**config.mk**
```make
export PLATFORM = sky130hd
export DESIGN_NAME = apb_rr_arbiter
export DESIGN_NICKNAME = d
export VERILOG_FILES = /design/src/rtl/apb_rr_arbiter.sv
export SDC_FILE = /design/constraint.sdc
export NUM_CORES = 1
export LEC_CHECK = 0
export ABC_AREA = 1
export BUFFER_PORTS_ARGS = -buffer_cell sky130_fd_sc_hd__buf_2
export CAP_MARGIN = 30
export CORE_AREA = 2 2 126 128
export CTS_BUF_LIST = sky130_fd_sc_hd__clkbuf_8
export CTS_CLUSTER_SIZE = 12
export DETAILED_ROUTE_END_ITERATION = 7
export DIE_AREA = 0 0 128 130
export PLACE_DENSITY = 0.49
export SLEW_MARGIN = 20
export SYNTH_ARGS = -nofsm -noshare
export SYNTH_HDL_FRONTEND = slang
export SYNTH_SLANG_ARGS = --single-unit
```
**constraint.sdc**
```tcl
create_clock -name clk_i -period 1.2 [get_ports clk_i]
set_clock_uncertainty 0.1 [all_clocks]
set_input_delay 0.06 -clock clk_i [delete_from_list [all_inputs] [get_ports clk_i]]
set_output_delay 0.06 -clock clk_i [all_outputs]
set_load 0.05 [all_outputs]
```
**src/rtl/apb_rr_arbiter.sv**
```systemverilog
// Round-robin arbiter sharing one downstream APB4 completer between NumReq APB4 requesters.
// The granted requester's transfer is replayed downstream as SETUP then ACCESS.
//   state  | meaning
//   IDLE   | nothing in flight; pick next pending requester from rr_q
//   SETUP  | downstream psel=1, penable=0 for requester[grant]
//   ACCESS | downstream psel=1, penable=1; wait for pready_i
module apb_rr_arbiter #(
  parameter int unsigned NumReq    = 2,
  parameter int unsigned AddrWidth = 32,
  parameter int unsigned DataWidth = 32,
  localparam int unsigned StrbWidth = (DataWidth + 7) / 8
) (
  input  logic                           clk_i,
  input  logic                           rst_i,
  input  logic [NumReq*AddrWidth-1:0]    req_paddr_i,
  input  logic [NumReq*3-1:0]            req_pprot_i,
  input  logic [NumReq-1:0]              req_psel_i,
  input  logic [NumReq-1:0]              req_penable_i,
  input  logic [NumReq-1:0]              req_pwrite_i,
  input  logic [NumReq*DataWidth-1:0]    req_pwdata_i,
  input  logic [NumReq*StrbWidth-1:0]    req_pstrb_i,
  output logic [NumReq-1:0]              req_pready_o,
  output logic [NumReq*DataWidth-1:0]    req_prdata_o,
  output logic [NumReq-1:0]              req_pslverr_o,
  output logic [AddrWidth-1:0]           paddr_o,
  output logic [2:0]                     pprot_o,
  output logic                           psel_o,
  output logic                           penable_o,
  output logic                           pwrite_o,
  output logic [DataWidth-1:0]           pwdata_o,
  output logic [StrbWidth-1:0]           pstrb_o,
  input  logic                           pready_i,
  input  logic [DataWidth-1:0]           prdata_i,
  input  logic                           pslverr_i
);

  localparam int unsigned GntWidth = (NumReq > 1) ? $clog2(NumReq) : 1;

  typedef enum logic [1:0] {
    IDLE   = 2'd0,
    SETUP  = 2'd1,
    ACCESS = 2'd2
  } state_e;

  state_e              state_q, state_d;
  logic [GntWidth-1:0] grant_q, grant_d;
  logic [GntWidth-1:0] rr_q, rr_d;

  logic                pick_valid;
  logic [GntWidth-1:0] pick_idx;
  logic [31:0]         rr_ext;
  logic                active;
  logic                resp_fire;

  // penable from requesters is not needed: psel alone marks a pending transfer
  logic unused_penable;
  assign unused_penable = ^req_penable_i;

  assign rr_ext = 32'(rr_q);

  // First pending index at or above rr_q, otherwise wrap to the lowest pending index
  always_comb begin
    pick_valid = 1'b0;
    pick_idx   = '0;
    for (int unsigned i = 0; i < NumReq; i++) begin
      if (!pick_valid && req_psel_i[i] && (i >= rr_ext)) begin
        pick_valid = 1'b1;
        pick_idx   = GntWidth'(i);
      end
    end
    for (int unsigned i = 0; i < NumReq; i++) begin
      if (!pick_valid && req_psel_i[i]) begin
        pick_valid = 1'b1;
        pick_idx   = GntWidth'(i);
      end
    end
  end

  always_ff @(posedge clk_i) begin
    if (rst_i) begin
      state_q <= IDLE;
      grant_q <= '0;
      rr_q    <= '0;
    end else begin
      state_q <= state_d;
      grant_q <= grant_d;
      rr_q    <= rr_d;
    end
  end

  always_comb begin
    state_d = state_q;
    grant_d = grant_q;
    rr_d    = rr_q;
    case (state_q)
      IDLE: begin
        if (pick_valid) begin
          grant_d = pick_idx;
          state_d = SETUP;
        end
      end
      SETUP: state_d = ACCESS;
      ACCESS: begin
        if (pready_i) begin
          state_d = IDLE;
          if (grant_q == GntWidth'(NumReq - 1)) begin
            rr_d = '0;
          end else begin
            rr_d = grant_q + GntWidth'(1);
          end
        end
      end
      default: state_d = IDLE;
    endcase
  end

  // Reset suppresses everything in the cycle it is asserted so an aborted transfer never responds
  assign active    = !rst_i && (state_q != IDLE);
  assign resp_fire = !rst_i && (state_q == ACCESS) && pready_i;

  always_comb begin
    paddr_o   = '0;
    pprot_o   = '0;
    psel_o    = 1'b0;
    penable_o = 1'b0;
    pwrite_o  = 1'b0;
    pwdata_o  = '0;
    pstrb_o   = '0;
    if (active) begin
      psel_o    = 1'b1;
      penable_o = (state_q == ACCESS);
      for (int unsigned i = 0; i < NumReq; i++) begin
        if (grant_q == GntWidth'(i)) begin
          paddr_o  = req_paddr_i[i*AddrWidth +: AddrWidth];
          pprot_o  = req_pprot_i[i*3 +: 3];
          pwrite_o = req_pwrite_i[i];
          pwdata_o = req_pwdata_i[i*DataWidth +: DataWidth];
          pstrb_o  = req_pstrb_i[i*StrbWidth +: StrbWidth];
        end
      end
    end
  end

  always_comb begin
    req_pready_o  = '0;
    req_prdata_o  = '0;
    req_pslverr_o = '0;
    if (resp_fire) begin
      for (int unsigned i = 0; i < NumReq; i++) begin
        if (grant_q == GntWidth'(i)) begin
          req_pready_o[i]                         = 1'b1;
          req_prdata_o[i*DataWidth +: DataWidth]  = prdata_i;
          req_pslverr_o[i]                        = pslverr_i;
        end
      end
    end
  end

endmodule

```
# Word level (Yosys, flattened, before mapping)
# Cells that the tools add are included.
# word_totals
word_cells	59
in_bits	184
output_inout_bits	142
register_bits	4
# classes
muxes	32
reduce_logical	17
eq_ne	4
order_cmp	2
addsub	1
# ops
cell	n
32-bit 2-to-1 mux	6
64-bit 2-to-1 mux	1
1-bit 2-to-1 mux	16
1-bit logical AND	8
2-bit 2-to-1 mux	4
4-bit 2-to-1 mux	2
3-bit 2-to-1 mux	2
2-bit case mux with 3 select lines	1
2-bit AND reduction	3
1-bit logical NOT	4
2-bit != test (second input constant)	2
2-bit by 1-bit equality test with 1-bit output (second input constant)	1
2-bit equality test (second input constant)	1
1-bit greater-or-equal comparator (first input constant)	2
2-bit logical NOT	1
2-bit nonzero test	1
1-bit adder (second input constant)	1

# Logic depth before layout (Yosys ltp)
# depth
word_depth	15
depth_mapped	7
depth_no_buf	5

# Least setup slack after synthesis
# OpenSTA, ideal clock, no wires.
# synth_timing
path_kind	flip-flop to output port
startpoint	reg grant_q
endpoint	out req_prdata_o[23]
arrival_ns	1.504
path_stages_with_launch	7
path_buffers	3
path_slack_ns	-0.464
path_cell_list	dfxtp_1 > buf_2 > inv_2 > buf_4 > buf_4 > nand2_1 > nor2_1
# synth_between
elab_chain_cells	2
# synth_rtl
element	line	text
from (decl)	46	logic [GntWidth-1:0] grant_q, grant_d;
from (signal assigned)	86	grant_q <= grant_d;
32-bit 2-to-1 mux	150	if (grant_q == GntWidth'(i)) begin
64-bit 2-to-1 mux	148	if (resp_fire) begin
to (decl)	23	output logic [NumReq*DataWidth-1:0] req_prdata_o,
# No other way between the ends.

# Worst setup path in the final report
# layout_timing
startpoint	reg grant_q
endpoint	out pwdata_o[1]
# layout_between
elab_chain_cells	2
# layout_rtl
element	line	text
32-bit 2-to-1 mux	133	if (grant_q == GntWidth'(i)) begin
32-bit 2-to-1 mux	129	if (active) begin
to (decl)	30	output logic [DataWidth-1:0] pwdata_o,
# No other way between the ends.

==> results.yml <==
yosys:
  syn_nets: 745
  ys_top_cells_by_area: "nand2_1 55%, inv_1 12%, nor2_1 6.3%"
  synth_top_family_by_area: "simple AND/OR/NAND/NOR gates"
  yosys.area_share.simple_pct: 72.6
  synthMuxAreaShare_pct: 0
  synth_fa_ha_area_share_pct: 0
  yosys.area.top_type: "nand2_1"
  seq_area_frac_synth_pct: 3.27
  synth_cell_types: 17
  syn_avg_cell_area_um2: 4.36
  synth_area_um2: 2450
  synth_compound_area_share_pct: 0.716
  synth-xor-area-share_pct: 0
  syn_inst: 561
  synth_top_area_share_pct: 55.2
  ys_ff_latch: 4
  ys_warn_count: 0
timing:
  finalHoldViolCount: 0
  period_minus_slack_ps: 1620
  timing.hold.ws_ps: 8.50
  clock.fmax_ghz: 0.619
  finalCritPeriodShare_pct: 135
  slew_violations: 0
  rsz0062_at_grt: "true"
  max-slew-margin-rel_pct: 86.4
  worst_slack_ps: -416
  worst-slew-pin-transition_ps: 204
  fin_setup_tns_ps: -49890
  setup_viol: 142
setup_path:
  r2r-end: "grant_q"
  crit_type: "flip-flop to output pin"
  end_kind: "output pin"
  reg2reg_from: "grant_q"
  rrSetupSlack_ps: 30
  cp_max_fo: 6
  cp_data_arrival_time_ps: 1460
  rr_worst_depth: 5
  crit_path_start_kind: "flip-flop"
  startpoint: "grant_q"
  required_ps: 1040
  worstSetupEndpoint: "pwdata_o[1]"
global_route:
  grt_pass1_vias: 3952
  grt_remaining_overflow: 0
  grt_pass1_wl_mm: 20.7
  grt_start_max_net_pins: 28
  antenna_found_initial: 0
  grt_usage_pct: 15.6
layout:
  syn2layout_area_growth_pct: 181
  finalNonFillerCells: 1085
  layout_commonest_cell: "nand2_1"
  final_cell_mix: "290 x nand2_1, 181 x buf_2, 85 x buf_6"
  finalNetCount: 1078
  fillCellCount: 1571
  diodes: 0
  drive_gt1_share_pct: 66.2
pwr:
  leakagePower_nw: 3.14
  power.total_mw: 3.62
  power_frac_comb_pct: 87.1
  p_seq_share_pct: 4.6
  peakVddDrop_v: 0.000441
  netSwitchingFraction_pct: 54.5
  power_density_nw_per_um2: 526
  power.switching_mw: 1.97
  power_frac_clock_pct: 8.3
  internal_power_mw: 1.65
clocking:
  cts_htree_levels: 1
  cts_buffers: 3
  cts_tree: "done"
  root_buffer: "clkbuf_8"
  clk_pin_slew_worst_paths_ps: 30
  cts_num_sinks: 4
  clk_latency_ps: 220
  hold_buffers: 0
  clockBufferDepth: 2
detailed_routing:
  ant_nets: 0
  routedWlPerCell_um: 14.0
  first_pass_iters: 4
  num_vias: 4407
  drc: 0
  wirelength_mm: 15.2
  viasPerCell: 4.06
  drtIter0Drc: 119
floorplan:
  start_util_pct: 15.9
  die_x_um: 128
  core-area_um2: 15400
  ios: 326
  die_h_um: 130
  num_rows: 46
  dieArea_um2: 16600
status:
  status: "finished with violations"
  violations: "negative setup slack"
place:
  hpwl_mm: 9.75
  place_congestion: 0.780
  numPortBuffers: 323
  placed_cells: 1061
min_path:
  hp-class: "primary input to flip-flop"
flow_run:
  maxCapViolations: 0
## per-stage QoR
stage	setup slack, ps	utilization, %	area, um^2
floorplan	-145	-	3120
global placement	-298	32.3	4990
detailed placement	-307	32.3	4990
CTS	-433	41.7	6430
global route	-471	44.6	6880
finish	-416	44.6	6880
## cell families after synthesis
| group | Yosys count |
|---|---|
| compound gates | 3 |
| buf+inv | 118 |
| flops | 4 |
| simple gates | 436 |
## power groups by stage
| stage | logic, mW | registers, mW | clock network [mW] |
|---|---|---|---|
| 2_1_floorplan | 1.66 | 0.154 | 0 |
| 3_3_place_gp | 2.30 | 0.161 | 0 |
| 3_5_place_dp | 2.30 | 0.161 | 0 |
| 4_1_cts | 2.93 | 0.165 | 0.311 |
| 5_1_grt | 3.36 | 0.167 | 0.327 |
| 6_report | 3.15 | 0.166 | 0.301 |
## worst max-delay path, cell delays in order (launching register included)
cell and delay, ps:
dfxtp_4 410, clkinv_8 100, buf_12 140, buf_16 130, nand2_2 60, nand2_2 60
nand2_2 80, clkinvlp_4 90, buf_8 150
## flip-flops by register name, indices dropped and copies added, names as in the netlist
name and flops:
grant_q 1, rr_q 1, state_q 2
## cell type report
| type | instances | area (um^2) | share of cell area [%] |
|---|---|---|---|
| timing repair buffer | 366 | 3480 | 50.6 |
| multi-input combinational | 439 | 2440 | 35.4 |
| inverter | 80 | 587 | 8.52 |
| tap | 192 | 240 | 3.49 |
| sequential | 4 | 88.8 | 1.29 |
| clock buffer | 3 | 41.3 | 0.600 |
| clock inverter | 1 | 3.75 | 0.0545 |
## Yosys cell counts
| master | instances |
|---|---|
| o21ai_0 | 1 |
| inv_1 | 78 |
| nor2_2 | 20 |
| buf_8 | 1 |
| buf_4 | 7 |
| buf_6 | 9 |
| inv_2 | 2 |
| dfxtp_1 | 4 |
| nand3_1 | 2 |
| a21oi_1 | 1 |
| buf_2 | 19 |
| nor2_4 | 11 |
| a21boi_0 | 1 |
| nand2_2 | 2 |
| nand2_1 | 360 |
| clkbuf_1 | 2 |
| nor2_1 | 41 |
## how the worst min path moves through the flow
stage,startpoint,to,slack (ps),cells past startpoint
final,req_psel_i[1],grant_q,8,3
after global routing,req_psel_i[1],grant_q,20,3
after CTS,req_psel_i[1],grant_q,8,3
after detailed placement,req_psel_i[1],grant_q,240,3
after global placement,req_psel_i[1],grant_q,250,3
after floorplan,rst_i,grant_q,30,1
## per-layer routing
layer | share of wire, % | track usage, % | vias up
li1 | - | - | 2255
met1 | 39 | 18.2 | 1972
met2 | 55 | 30.4 | 166
met3 | 4.9 | 2.30 | 14
met4 | 1.1 | 2.46 | 0
met5 | 0 | 0 | -
## repair_timing
action | CTS | global route
pin swaps | 10 | 8
resized for setup | 359 | 79
setup buffers | 5 | 1
setup endpoints to repair | 143 | 145
cloned | 7 | 7
No activity file was read; power rests on OpenSTA's default activity.
